**config.mk**
```make
export PLATFORM = sky130hd
export DESIGN_NAME = reg_dump_unit_flat
export DESIGN_NICKNAME = d
export VERILOG_FILES = /design/src/rtl/reg_dump_if.sv /design/src/rtl/reg_dump_unit.sv /design/src/flat_wrapper.sv
export SDC_FILE = /design/constraint.sdc
export NUM_CORES = 1
export LEC_CHECK = 0
export CORE_UTILIZATION = 35
export DETAILED_ROUTE_END_ITERATION = 6
export GPL_ROUTABILITY_DRIVEN = 0
export PLACE_DENSITY = 0.72
export SYNTH_ARGS = -nofsm -noshare
export SYNTH_HDL_FRONTEND = slang
export SYNTH_SLANG_ARGS = --single-unit
```
**constraint.sdc**
```tcl
create_clock -name clk -period 1.6 [get_ports clk]
set_clock_uncertainty 0.05 [all_clocks]
set_input_delay 0.4 -clock clk [delete_from_list [all_inputs] [get_ports clk]]
set_output_delay 0.4 -clock clk [all_outputs]
set_load 0.01 [all_outputs]
```
**src/rtl/reg_dump_if.sv**
```systemverilog
// reg_dump_if: start/abort control, register-file read port and beat stream of the dump unit
interface reg_dump_if #(
   parameter int ADDR_W = 3,
   parameter int DATA_W = 16
);
   logic              start;
   logic              abort;
   logic [ADDR_W-1:0] rd_reg;
   logic [DATA_W-1:0] rd_data;
   logic              out_valid;
   logic              out_ready;
   logic [ADDR_W-1:0] out_addr;
   logic [DATA_W-1:0] out_data;
   logic              busy;
   logic              done;
   modport master (
      input  start, abort, rd_data, out_ready,
      output rd_reg, out_valid, out_addr, out_data, busy, done
   );
   modport slave (
      output start, abort, rd_data, out_ready,
      input  rd_reg, out_valid, out_addr, out_data, busy, done
   );
endinterface

```
**src/rtl/reg_dump_unit.sv**
```systemverilog
// reg_dump_unit: walks the register-file read port and streams (addr, data) beats, then pulses done
module reg_dump_unit #(
   parameter int NUM_REGS = 8,
   parameter int ADDR_W   = 3,
   parameter int DATA_W   = 16,
   parameter int SKIP_R0  = 0
) (
   input logic         clk,
   input logic         rst,
   reg_dump_if.master  bus
);
   typedef enum logic [1:0] {S_IDLE, S_FETCH, S_PRESENT, S_DONE} state_t;
   state_t            r_state, w_next;
   logic [ADDR_W-1:0] r_idx;
   logic [ADDR_W-1:0] r_addr;
   logic [DATA_W-1:0] r_data;
   logic              r_valid;
   logic              w_hs;
   logic              w_last;
   logic              w_abort;
   assign w_hs    = r_valid & bus.out_ready;
   assign w_last  = r_idx == ADDR_W'(NUM_REGS - 1);
   assign w_abort = bus.abort & (r_state != S_IDLE);
   // next state: fetch/present alternate per register; abort from any active state wins
   always_comb begin
      w_next = r_state;
      case (r_state)
         S_IDLE:    w_next = (bus.start & ~bus.abort) ? S_FETCH : S_IDLE;
         S_FETCH:   w_next = S_PRESENT;
         S_PRESENT: w_next = w_hs ? (w_last ? S_DONE : S_FETCH) : S_PRESENT;
         default:   w_next = S_IDLE;
      endcase
      if (w_abort) w_next = S_IDLE;
   end
   // state register, walk index and the latched beat (captured once, at the FETCH edge)
   always_ff @(posedge clk) begin
      if (rst) begin
         r_state <= S_IDLE;
         r_idx   <= '0;
         r_addr  <= '0;
         r_data  <= '0;
         r_valid <= 1'b0;
      end else begin
         r_state <= w_next;
         if (w_abort) r_valid <= 1'b0;
         else if (r_state == S_IDLE && w_next == S_FETCH) r_idx <= ADDR_W'(SKIP_R0 != 0 ? 1 : 0);
         else if (r_state == S_FETCH) begin
            r_data  <= bus.rd_data;
            r_addr  <= r_idx;
            r_valid <= 1'b1;
         end else if (r_state == S_PRESENT && w_hs) begin
            r_valid <= 1'b0;
            if (!w_last) r_idx <= r_idx + ADDR_W'(1);
         end
      end
   end
   assign bus.rd_reg    = (r_state == S_IDLE) ? '0 : r_idx;
   assign bus.out_valid = r_valid;
   assign bus.out_addr  = r_addr;
   assign bus.out_data  = r_data;
   assign bus.busy      = r_state != S_IDLE;
   assign bus.done      = r_state == S_DONE;
endmodule

```
**src/flat_wrapper.sv**
```systemverilog
// flat-port wrapper written by rule: the top's interface ports become plain ports
module reg_dump_unit_flat 
#(
   parameter int NUM_REGS = 8,
   parameter int ADDR_W   = 3,
   parameter int DATA_W   = 16,
   parameter int SKIP_R0  = 0
)
  (clk, rst, bus_start, bus_abort, bus_rd_data, bus_out_ready, bus_rd_reg, bus_out_valid, bus_out_addr, bus_out_data, bus_busy, bus_done);
  reg_dump_if #(.ADDR_W(ADDR_W), .DATA_W(DATA_W)) bus_i ();
  input logic clk;
  input logic rst;
  input wire logic [$bits(bus_i.start)-1:0] bus_start;
  input wire logic [$bits(bus_i.abort)-1:0] bus_abort;
  input wire logic [$bits(bus_i.rd_data)-1:0] bus_rd_data;
  input wire logic [$bits(bus_i.out_ready)-1:0] bus_out_ready;
  output wire logic [$bits(bus_i.rd_reg)-1:0] bus_rd_reg;
  output wire logic [$bits(bus_i.out_valid)-1:0] bus_out_valid;
  output wire logic [$bits(bus_i.out_addr)-1:0] bus_out_addr;
  output wire logic [$bits(bus_i.out_data)-1:0] bus_out_data;
  output wire logic [$bits(bus_i.busy)-1:0] bus_busy;
  output wire logic [$bits(bus_i.done)-1:0] bus_done;
  assign bus_i.start = bus_start;
  assign bus_i.abort = bus_abort;
  assign bus_i.rd_data = bus_rd_data;
  assign bus_i.out_ready = bus_out_ready;
  assign bus_rd_reg = bus_i.rd_reg;
  assign bus_out_valid = bus_i.out_valid;
  assign bus_out_addr = bus_i.out_addr;
  assign bus_out_data = bus_i.out_data;
  assign bus_busy = bus_i.busy;
  assign bus_done = bus_i.done;
  reg_dump_unit #(.NUM_REGS(NUM_REGS), .ADDR_W(ADDR_W), .DATA_W(DATA_W), .SKIP_R0(SKIP_R0)) u_core (.clk(clk), .rst(rst), .bus(bus_i));
endmodule
```
# == After elaboration in Yosys (flattened, before gate mapping) ==
# Index checks and enable logic that the tools add are counted.
# op_classes
add_sub_neg,1
bitwise,6
muxes,12
n_eq_ne,7
reduce_logical,10
# ops
cell,n
$mux 3,5
$mux 2,3
$pmux 2 s3,1
$reduce_bool 2->1,3
$eq 2x1->1 const B,2
$eq 2x2->1 const B,2
$reduce_and 4->1,1
$add 3x1->3 const B,1
$and 1x1->1,3
$eq 3x3->1 const B,1
$mux 1,3
$not 1->1,3
$reduce_and 3->1,1
$logic_and 1x1->1,2
$logic_not 2->1,1
$ne 2x1->1 const B,1
$ne 2x2->1 const B,1
$reduce_and 2->1,1
$reduce_or 2->1,1
# word_totals
word_cells,41
reg_bits,25

# == Longest topological paths before layout ==
# Gate-level depths: netlist of run 1.
# logic_depth
depth_word,9
depth_mapped,6
ltp_nobuf,5

# == Least setup slack after synthesis of run 1 ==
# Ideal clock, no wire load.
# synth_timing
path_type,flip-flop to flip-flop
startpoint,register u_core.r_idx[0]
endpoint,register u_core.r_idx[0]
setup_ns,0.059
n_path_buf,0
stages_incl_launch_ff,6
period_less_slack_ns,1.491
slack_ns,0.109
arrival_ns,1.382
cell_sequence,dfxtp_1 > ha_1 > ha_1 > and4b_1 > nor3b_1 > mux2_2
# synth_via
elab_chain_len,9
elab_cells_between_ends,16
cone_classes,1 x add/sub; 4 x eq/ne; 8 x mux; 3 x reduce/logical
# synth_lines
item,line_no,source
"start, declared",reg_dump_unit.sv:14,logic [ADDR_W-1:0] r_idx;
"start signal, assigned",reg_dump_unit.sv:46,else if (r_state == S_IDLE && w_next == S_FETCH) r_idx <= ADDR_W'(SKIP_R0 != 0 ? 1 : 0);
"start signal, assigned",reg_dump_unit.sv:53,if (!w_last) r_idx <= r_idx + ADDR_W'(1);
$eq 3x3->1,reg_dump_unit.sv:22,assign w_last = r_idx == ADDR_W'(NUM_REGS - 1);
$mux 2 (2 in a row),reg_dump_unit.sv:30,S_PRESENT: w_next = w_hs ? (w_last ? S_DONE : S_FETCH) : S_PRESENT;
$pmux 2 s3,reg_dump_unit.sv:27,case (r_state)
$mux 2,reg_dump_unit.sv:33,if (w_abort) w_next = S_IDLE;
$eq 2x1->1,reg_dump_unit.sv:46,
$logic_and 1x1->1,reg_dump_unit.sv:46,
"$ne 2x2->1 (no source line), or another cell as far along",n/a,
$reduce_and 4->1 (no source line),n/a,
# Several ways; a longest one is shown, not always the timed one. The select of a mux whose other input is x is not followed.
# A chain may end at the register's enable or synchronous reset.

# == Worst setup path in the final report of run 1 ==
# Same ends and word-level chain as after synthesis.

==> impl_metrics.py, run 1 <==
metrics = {
    "clock_tree": {
        "tritoncts": "built",
        "cts.sinks": 25,
        "cts_root_buffer": "clkbuf_4",
        "clock_latency_ns": 0.33,
        "path_clk_slew_ns": 0.14,
        "cts_htree_levels": 1,
        "cts_buffers": 3,
        "cts_hold_buf": 0,
        "clockBufferDepth": 2,
    },
    "setup_path": {
        "r2r_cells": 5,
        "setup.worst_path.class": "reg -> reg",
        "cp_cell_sequence": "ha_2, ha_4, and4b_2, nor3b_4, mux2_4",
        "reg2reg_slack_ns": 0.03,
        "crit_arrival_ns": 1.80,
        "start_kind": "flop",
        "critical_path.slowest_cell": "dfxtp_4",
        "worstSetupEndpointType": "flop",
        "crit_path_max_incr_delay_ns": 0.37,
        "crit_fanout": 3,
        "worstPathRequired_ns": 1.84,
    },
    "timing": {
        "worst_pin_slew_ns": 0.274,
        "fmax_mhz": 638,
        "fin_tns_setup_ns": 0,
        "hold_viol": 0,
        "slew_headroom": 0.817,
        "min_period_ns": 1.57,
        "finalMaxSlewViolations": 0,
        "fin_crit_sh": 0.980,
        "setup_violations": 0,
        "hold_slack_ns": 0.411,
    },
    "grt": {
        "grt_pass1_vias": 924,
        "gr-total-overflow": 0,
        "antenna_found_initial": 0,
        "grt_pass1_wl_um": 4060,
        "grt_usage": 0.161,
        "grt_max_degree": 20,
    },
    "synthesis": {
        "synth-simple-area-share": 0.259,
        "synth_xor_area_frac": 0,
        "synth.distinct_cells": 28,
        "syn_inst": 119,
        "yosysSeqAreaShare": 0.488,
        "synth_top_area_frac": 0.488,
        "synth-seq-cells": 25,
        "yosysWarnings": 0,
        "synth_nets": 142,
        "synth_area_leaders": "dfxtp_1 (49%), nand2_1 (14%), a21oi_1 (9.8%)",
        "synth-compound-area-share": 0.152,
        "netlist_area_mm2": 0.00103,
        "synth-adder-area-share": 0.0244,
        "synth_top_area_cell": "dfxtp_1",
        "synthMuxAreaShare": 0.0110,
        "syn_avg_cell_area_um2": 8.62,
        "synth_top_family_by_area": "simple AND/OR/NAND/NOR gates",
    },
    "die": {
        "die_area_mm2": 0.00315,
        "die_w_um": 56.1,
        "initial_core_util": 0.372,
        "ios": 46,
        "fp-row-count": 19,
        "die_h_um": 56.1,
        "core_mm2": 0.00276,
    },
    "cells_and_area": {
        "final_common_cell": "nand2_1",
        "layout.nets": 198,
        "drive_gt1_frac": 0.207,
        "antennaDiodeCount": 0,
        "syn_to_final_growth_pct": 55.7,
        "final_cell_mix": "nand2_1 (39), a21oi_1 (20), clkdlybuf4s50_1 (20), dlygate4sd2_1 (20), dfxtp_1 (20)",
        "fin_cells": 205,
        "stdcell_area_mm2": 0.00160,
    },
    "detailed_routing": {
        "drt_wl_total_um": 2650,
        "post_drt_wl_per_cell_um": 12.9,
        "via_per_inst": 4.93,
        "drt-initial-drc-count": 28,
        "via_count": 1010,
        "drc": 0,
        "dr.pass1.iters": 4,
        "ant_nets": 0,
    },
    "placed_design": {
        "place_inst": 200,
        "place.port_buffers": 45,
        "placed_cell_area_mm2": 0.00154,
        "dp_hpwl_um": 1880,
    },
    "power_and_ir_drop": {
        "power_w": 0.00108,
        "vdd_ir_drop_max_mv": 0.597,
        "powerDensity_mw_per_mm2": 673,
        "leakage_nw": 0.693,
    },
    "status": {
        "outcome": "finished, final reports clean",
    },
    "worst_hold_path": {
        "hold_depth": 2,
        "hp-class": "reg -> reg",
    },
    "flow_run": {
        "drv_cap": 0,
    },
}
-- worst paths after layout --
kind                           start                       to
max                  u_core.r_idx[0]          u_core.r_idx[0]
min          u_core.bus.out_data[15]  u_core.bus.out_data[15]
max reg2reg          u_core.r_idx[0]          u_core.r_idx[0]
min reg2reg  u_core.bus.out_data[15]  u_core.bus.out_data[15]
-- routing by layer --
layer / vias to the layer above / global-route usage / routed length (um)
met3: 4 / 0.0419 / 163
met1: 466 / 0.185 / 1150
met4: 0 / 0.0488 / 34
met5: - / 0 / 0
met2: 35 / 0.289 / 1300
li1: 505 / - / -
-- metrics by stage --
step / setup WS [ns] / utilization
after floorplan: 0.109 / -
after global placement: -0.151 / 0.559
after detailed placement: -0.186 / 0.559
after CTS: 0.00721 / 0.556
after global routing: -0.00576 / 0.579
final: 0.0322 / 0.579
-- registers in the layout (all words and copies together) (netlist names) --
signal                flops
u_core.bus.out_addr       3
u_core.bus.out_data      16
u_core.bus.out_valid      1
u_core.r_idx              3
u_core.r_state            2
-- Yosys cell counts (all sizes together) --
master	count
nand2	39
dfxtp	25
a21oi	20
buf	5
nor2b	4
a22o	2
clkbuf	2
ha	2
nand2b	2
nor3b	2
o21ai	2
a21boi	1
a31oi	1
and2	1
and2b	1
and4b	1
inv	1
mux2	1
nand3b	1
nor2	1
nor3	1
o21bai	1
o31ai	1
or2	1
or3b	1
-- critical path: cells and delay by family (launching register included) --
| family | cells | cell delay, ns |
|---|---|---|
| adders and majority gates | 2 | 0.35 |
| muxes | 1 | 0.18 |
| and+or+nand+nor | 2 | 0.57 |
| DFF | 1 | 0.37 |
-- repair_timing --
item,4_1_cts,5_1_grt
gates resized for setup,45,15
setup endpoints to repair,28,7
pin swaps,0,1
gates cloned,0,0
buffers inserted,0,2
-- power by group --
part / internal [W] / switching [W] / total (W)
Sequential: 0.000631 / 0.00000735 / 0.000639
Clock: 0.0000939 / 0.000196 / 0.000290
Combinational: 0.0000866 / 0.0000608 / 0.000147
-- layout make-up --
type | instances | area, um^2
fillers | 261 | 1160
flip-flops and latches | 25 | 512
multi-input cells | 86 | 510
repair buffers | 58 | 505
well taps | 31 | 38.8
clock buffers | 3 | 22.5
clock inverters | 1 | 5.00
inverters | 1 | 3.75
-- kinds of logic (layout without fill, tap and decap cells) --
group | Yosys count | after routing
mux | 1 | 1
buf+inv | 8 | 63
fa+ha+maj | 2 | 2
compound gates | 28 | 28
flops | 25 | 25
simple gates | 55 | 55
No activity file was read; power rests on OpenSTA's default activity.
==> run 2: changes to the inputs <==
--- a/config.mk
+++ b/config.mk
@@ -5,10 +5,12 @@
 export SDC_FILE = /design/constraint.sdc
 export NUM_CORES = 1
 export LEC_CHECK = 0
-export CORE_UTILIZATION = 35
+export CELL_PAD_IN_SITES_DETAIL_PLACEMENT = 1
+export CELL_PAD_IN_SITES_GLOBAL_PLACEMENT = 1
+export CORE_UTILIZATION = 26
 export DETAILED_ROUTE_END_ITERATION = 6
 export GPL_ROUTABILITY_DRIVEN = 0
-export PLACE_DENSITY = 0.72
+export PLACE_DENSITY_LB_ADDON = 0.1
 export SYNTH_ARGS = -nofsm -noshare
 export SYNTH_HDL_FRONTEND = slang
 export SYNTH_SLANG_ARGS = --single-unit
==> impl_metrics.py, run 2 (same netlist as run 1, synthesis figures left out) <==
metrics = {
    "status": {
        "outcome": "finished, final reports clean",
    },
    "die": {
        "die_w_um": 64.8,
        "initial_core_util": 0.276,
        "die_area_mm2": 0.00420,
        "ios": 46,
        "fp-row-count": 22,
        "core_mm2": 0.00372,
        "die_h_um": 64.8,
    },
    "power_and_ir_drop": {
        "swShare": 0.223,
        "powerDensity_mw_per_mm2": 691,
        "power_w": 0.00115,
        "p_int_w": 0.000894,
        "leakage_nw": 0.854,
        "pwr-share-comb": 0.127,
        "p_seq_frac": 0.555,
        "switching_power_w": 0.000257,
        "vdd_ir_drop_max_mv": 0.275,
        "power_frac_clock": 0.318,
    },
    "clock_tree": {
        "path_clk_slew_ns": 0.09,
        "clock_latency_ns": 0.26,
        "cts_htree_levels": 1,
        "cts.sinks": 25,
        "clockBufferDepth": 2,
        "cts_root_buffer": "clkbuf_8",
        "tritoncts": "built",
        "cts_buffers": 3,
        "cts_hold_buf": 0,
    },
    "cells_and_area": {
        "drive_gt1_frac": 0.223,
        "stdcell_area_mm2": 0.00167,
        "final_cell_mix": "nand2_1 (39), a21oi_1 (20), clkdlybuf4s50_1 (20), dfxtp_1 (20), buf_4 (18)",
        "antennaDiodeCount": 0,
        "syn_to_final_growth_pct": 62.3,
        "final_common_cell": "nand2_1",
        "largest_register_ffs": 16,
        "final_util": 0.448,
        "fillers": 458,
        "layout.nets": 203,
    },
    "flow_run": {
        "drv_cap": 0,
    },
    "setup_path": {
        "cp.buffers_inverters": 1,
        "path_common_cell": "ha_2",
        "crit_cells": 6,
        "worstSetupEndpointType": "flop",
        "crit_fanout": 3,
        "r2r_cells": 6,
        "crit_arrival_ns": 1.68,
        "start_kind": "flop",
        "setup.worst_path.class": "reg -> reg",
        "cp_cell_sequence": "ha_2, ha_2, and4b_1, o31ai_2, buf_4, mux2_2",
        "critical_path.slowest_cell": "dfxtp_2",
        "worstPathRequired_ns": 1.71,
        "crit_path_max_incr_delay_ns": 0.33,
        "cp_top_family": "adder cells",
    },
    "timing": {
        "fin_crit_sh": 0.985,
        "hold_viol": 0,
        "worst_slack_ns": 0.0244,
        "finalMaxSlewViolations": 0,
        "min_period_ns": 1.58,
        "worst_pin_slew_ns": 0.238,
        "hold_slack_ns": 0.409,
        "setup_violations": 0,
        "fmax_mhz": 635,
        "slew_headroom": 0.840,
    },
    "grt": {
        "antenna_found_initial": 0,
        "gr-total-overflow": 0,
        "grt_usage": 0.139,
        "grt_pass1_wl_um": 4560,
        "grt_pass1_vias": 1042,
        "grt_max_degree": 20,
    },
    "detailed_routing": {
        "via_per_inst": 4.47,
        "drt-initial-drc-count": 26,
        "ant_nets": 0,
        "drt_wl_total_um": 2740,
        "via_count": 1015,
        "drc": 0,
        "dr.pass1.iters": 2,
        "post_drt_wl_per_cell_um": 12.1,
    },
    "worst_hold_path": {
        "hp-class": "reg -> reg",
        "hold_depth": 2,
    },
    "placed_design": {
        "placed_cell_area_mm2": 0.00159,
        "dp_hpwl_um": 2040,
        "place.port_buffers": 45,
        "dpl_worst_slack_ns": -0.279,
    },
}
-- run 2: cell types whose count changed in the layout (fill, tap and decap cells not counted), moves of 2 or more --
| cell | delta |
|---|---|
| clkbuf_4 | -3 |
| buf_2 | -2 |
| buf_4 | +7 |
| dfxtp_2 | +2 |
| dlygate4sd2_1 | -10 |
| dlymetal6s2s_1 | +10 |
| dfxtp_4 | -2 |
| buf_6 | -2 |
| clkbuf_8 | +3 |
| clkbuf_2 | +2 |
-- run 2: path summary, 6_finish.rpt --
path                                               from                      end  slack, ns
worst min-delay path            u_core.bus.out_data[14]  u_core.bus.out_data[14]       0.41
worst max register to register          u_core.r_idx[0]          u_core.r_idx[0]       0.02
worst min register to register  u_core.bus.out_data[14]  u_core.bus.out_data[14]       0.41
worst max-delay path                    u_core.r_idx[0]          u_core.r_idx[0]       0.02
-- run 2: final cells by class --
class | count | area [um^2] | area share
clock buffer | 3 | 41.3 | 0.0248
tap | 48 | 60.1 | 0.0361
inverter | 1 | 3.75 | 0.00225
multi-input combinational | 86 | 475 | 0.285
timing repair buffer | 63 | 573 | 0.344
sequential | 25 | 507 | 0.304
clock inverter | 1 | 5.00 | 0.00301
-- run 2: worst reg2reg max path: stages, from the launching register on --
cell and delay [ns]:
dfxtp_2 0.33, ha_2 0.17, ha_2 0.17, and4b_1 0.28
o31ai_2 0.07, buf_4 0.15, mux2_2 0.25
-- run 2: power groups by stage --
stage	sequential [W]	combinational, W	clock [W]
finish	0.000639	0.000147	0.000366
global route	0.000641	0.000159	0.000419
CTS	0.000640	0.000149	0.000390
detailed placement	0.000654	0.000151	0
global placement	0.000653	0.000148	0
floorplan	0.000658	0.0000481	0
-- run 2: per-layer routing --
| layer | global-route usage | share of wire | up-vias |
|---|---|---|---|
| li1 | - | - | 513 |
| met1 | 0.161 | 0.43 | 474 |
| met2 | 0.251 | 0.51 | 26 |
| met3 | 0.0264 | 0.055 | 2 |
| met4 | 0.0500 | 0.0073 | 0 |
| met5 | 0 | 0 | - |
-- run 2: metrics by stage --
stage | std cells | TNS (ns)
2_1_floorplan | 119 | 0
3_3_place_gp | 220 | -2.69
3_5_place_dp | 220 | -3.46
4_1_cts | 226 | 0
5_1_grt | 227 | -0.0188
6_report | 227 | 0
-- run 2: what timing repair did --
action                     in CTS  in global routing
buffers inserted                2                  1
setup endpoints to repair      18                 14
pin swaps                       1                  0
resized for setup              34                 14
==> run 3: changes to the inputs <==
--- a/config.mk
+++ b/config.mk
@@ -5,6 +5,7 @@
 export SDC_FILE = /design/constraint.sdc
 export NUM_CORES = 1
 export LEC_CHECK = 0
+export ABC_AREA = 1
 export CELL_PAD_IN_SITES_DETAIL_PLACEMENT = 1
 export CELL_PAD_IN_SITES_GLOBAL_PLACEMENT = 1
 export CORE_UTILIZATION = 26
==> constraint.sdc (replaced) <==
create_clock -name clk -period 1.4 [get_ports clk]
set_clock_uncertainty 0.05 [all_clocks]
set_input_delay 0.35 -clock clk [delete_from_list [all_inputs] [get_ports clk]]
set_output_delay 0.35 -clock clk [all_outputs]
set_load 0.005 [all_outputs]
==> impl_metrics.py, run 3 <==
metrics = {
    "status": {
        "outcome": "complete, but fails checks",
        "violations": "setup timing",
    },
    "power_and_ir_drop": {
        "power_w": 0.00140,
        "p_int_w": 0.00106,
        "leakage_nw": 0.789,
        "powerDensity_mw_per_mm2": 787,
        "power_frac_clock": 0.296,
        "vdd_ir_drop_max_mv": 0.314,
        "swShare": 0.239,
        "switching_power_w": 0.000333,
        "p_seq_frac": 0.532,
        "pwr-share-comb": 0.172,
    },
    "setup_path": {
        "crit_path_max_incr_delay_ns": 0.36,
        "start_kind": "flop",
        "r2r_cells": 8,
        "worstSetupEndpointType": "output port",
        "worstPathRequired_ns": 1.00,
        "cp.buffers_inverters": 2,
        "cp_cell_sequence": "nor2_4, buf_6, nor2_1, buf_2",
        "setup.worst_path.class": "reg -> out",
        "cp_top_family": "flip-flops",
        "crit_arrival_ns": 1.01,
        "crit_cells": 4,
        "crit_fanout": 4,
        "reg2reg_slack_ns": 0.01,
        "critical_path.slowest_cell": "dfxtp_4",
    },
    "grt": {
        "antenna_found_initial": 0,
        "gr-total-overflow": 0,
        "grt_pass1_vias": 1187,
        "grt_usage": 0.155,
        "grt_pass1_wl_um": 5180,
        "grt_max_degree": 15,
    },
    "timing": {
        "finalMaxSlewViolations": 0,
        "worst_slack_ns": -0.00976,
        "fin_crit_sh": 1.01,
        "fmax_mhz": 709,
        "slew_headroom": 0.839,
        "min_period_ns": 1.41,
        "rsz0062_at_grt": "yes",
        "worst_pin_slew_ns": 0.241,
        "setup_violations": 2,
        "hold_viol": 0,
    },
    "detailed_routing": {
        "drc": 0,
        "drt-initial-drc-count": 45,
        "dr.pass1.iters": 4,
        "post_drt_wl_per_cell_um": 13.0,
        "drt_wl_total_um": 3250,
        "ant_nets": 0,
        "via_count": 1153,
        "via_per_inst": 4.61,
    },
    "synthesis": {
        "synth_edf_count": 0,
        "synth_nets": 163,
        "yosysWarnings": 0,
        "synth-seq-cells": 25,
        "synth_top_area_cell": "dfxtp_1",
        "yosysSeqAreaShare": 0.468,
        "synth_top_area_frac": 0.468,
        "synthTopCellsByCount": "nand2_1 (30), dfxtp_1 (25), a21oi_1 (23)",
        "netlist_area_mm2": 0.00107,
        "synth_ff_type": "dfxtp_1",
        "syn_inst": 140,
        "yosysMostFrequentCell": "nand2_1",
        "async_reset_ff_frac": 0,
        "syn_avg_cell_area_um2": 7.63,
        "synth.distinct_cells": 20,
        "synth_area_leaders": "dfxtp_1 (47%), a21oi_1 (11%), nand2_1 (11%)",
    },
    "flow_run": {
        "drv_cap": 0,
    },
    "cells_and_area": {
        "stdcell_area_mm2": 0.00177,
        "syn_to_final_growth_pct": 65.9,
        "layout.nets": 226,
        "drive_gt1_frac": 0.312,
        "fillers": 474,
        "largest_register_ffs": 16,
        "final_common_cell": "nand2_1",
        "final_cell_mix": "nand2_1 (27), a21oi_1 (23), nand3_1 (20), clkdlybuf4s50_1 (20), dlygate4sd2_1 (20)",
        "antennaDiodeCount": 0,
    },
    "placed_design": {
        "place.port_buffers": 45,
        "dp_hpwl_um": 2420,
        "placed_cell_area_mm2": 0.00164,
    },
    "die": {
        "ios": 46,
        "initial_core_util": 0.281,
        "die_h_um": 66.1,
        "core_mm2": 0.00380,
        "die_w_um": 66.1,
        "fp-row-count": 22,
        "die_area_mm2": 0.00437,
    },
    "clock_tree": {
        "cts_root_buffer": "clkbuf_8",
        "path_clk_slew_ns": 0.08,
        "clockBufferDepth": 2,
        "clock_latency_ns": 0.26,
        "cts_htree_levels": 1,
        "tritoncts": "built",
        "cts.sinks": 25,
        "cts_hold_buf": 0,
        "cts_buffers": 3,
    },
    "worst_hold_path": {
        "hp-class": "reg -> reg",
        "hold_depth": 2,
    },
}
-- run 3: cell count changes in the layout (fill, tap and decap cells not counted), moves of 4 or more --
| cell | before | now |
|---|---|---|
| dfxtp_2 | 5 | 15 |
| nor2_1 | 1 | 8 |
| dlymetal6s2s_1 | 10 | 0 |
| nand2_1 | 39 | 27 |
| dlygate4sd2_1 | 10 | 20 |
| buf_6 | 0 | 6 |
| inv_1 | 1 | 7 |
| dfxtp_1 | 20 | 7 |
| nand3_1 | 0 | 20 |
| buf_4 | 18 | 14 |
-- run 3: path summary, 6_finish.rpt --
kind | start | end
worst max-delay path | u_core.r_state[0] | bus_rd_reg[1]
worst min-delay path | u_core.bus.out_data[3] | u_core.bus.out_data[3]
worst min register to register | u_core.bus.out_data[3] | u_core.bus.out_data[3]
worst max register to register | u_core.r_idx[0] | u_core.r_idx[2]
-- run 3: cells by family after synthesis --
| kind of cell | count (synthesis) | synth area share |
|---|---|---|
| DFF | 25 | 0.468 |
| buffers and inverters | 18 | 0.0902 |
| adders and majority gates | 2 | 0.0234 |
| and+or+nand+nor | 68 | 0.286 |
| AOI/OAI and AO/OA | 27 | 0.132 |
-- run 3: stage by stage --
stage / instances / setup TNS [ns] / hold WS, ns / util / setup WS [ns]
3_5_place_dp: 239 / -3.95 / 0.406 / 0.431 / -0.232
4_1_cts: 249 / -0.463 / 0.416 / 0.455 / -0.132
2_1_floorplan: 140 / 0 / 0.369 / - / 0.156
6_report: 250 / -0.0145 / 0.411 / 0.467 / -0.00976
5_1_grt: 250 / -0.475 / 0.433 / 0.467 / -0.0784
3_3_place_gp: 239 / -3.02 / 0.395 / 0.431 / -0.160
-- run 3: cell type report --
class	count	area, um^2	share of cell area
clock buffers	4	45.0	0.0254
repair buffers	66	593	0.335
inverters	10	37.5	0.0212
flip-flops and latches	25	531	0.299
well taps	48	60.1	0.0339
multi-input cells	97	507	0.286
-- run 3: power groups by stage --
stage | registers, W | clock network, W | logic, W
3_5_place_dp | 0.000764 | 0 | 0.000221
2_1_floorplan | 0.000762 | 0 | 0.0000897
4_1_cts | 0.000744 | 0.000433 | 0.000226
6_report | 0.000743 | 0.000413 | 0.000240
3_3_place_gp | 0.000763 | 0 | 0.000214
5_1_grt | 0.000747 | 0.000458 | 0.000261
-- run 3: repair_timing --
item / CTS / global route
pin swaps: 1 / 4
buffers inserted: 6 / 1
setup endpoints to repair: 25 / 8
gates resized for setup: 51 / 25
-- run 3: layer usage --
| metal | global-route usage | part of all wire | vias up |
|---|---|---|---|
| met3 | 0.0259 | 0.046 | 4 |
| met1 | 0.181 | 0.42 | 538 |
| met5 | 0 | 0 | - |
| met4 | 0.0665 | 0.012 | 0 |
| li1 | - | - | 583 |
| met2 | 0.277 | 0.52 | 28 |
-- run 3: worst min-delay path, stage by stage (launching register included) --
cell and delay, ns:
dfxtp_2 0.32, nand2_1 0.05, a21oi_1 0.05
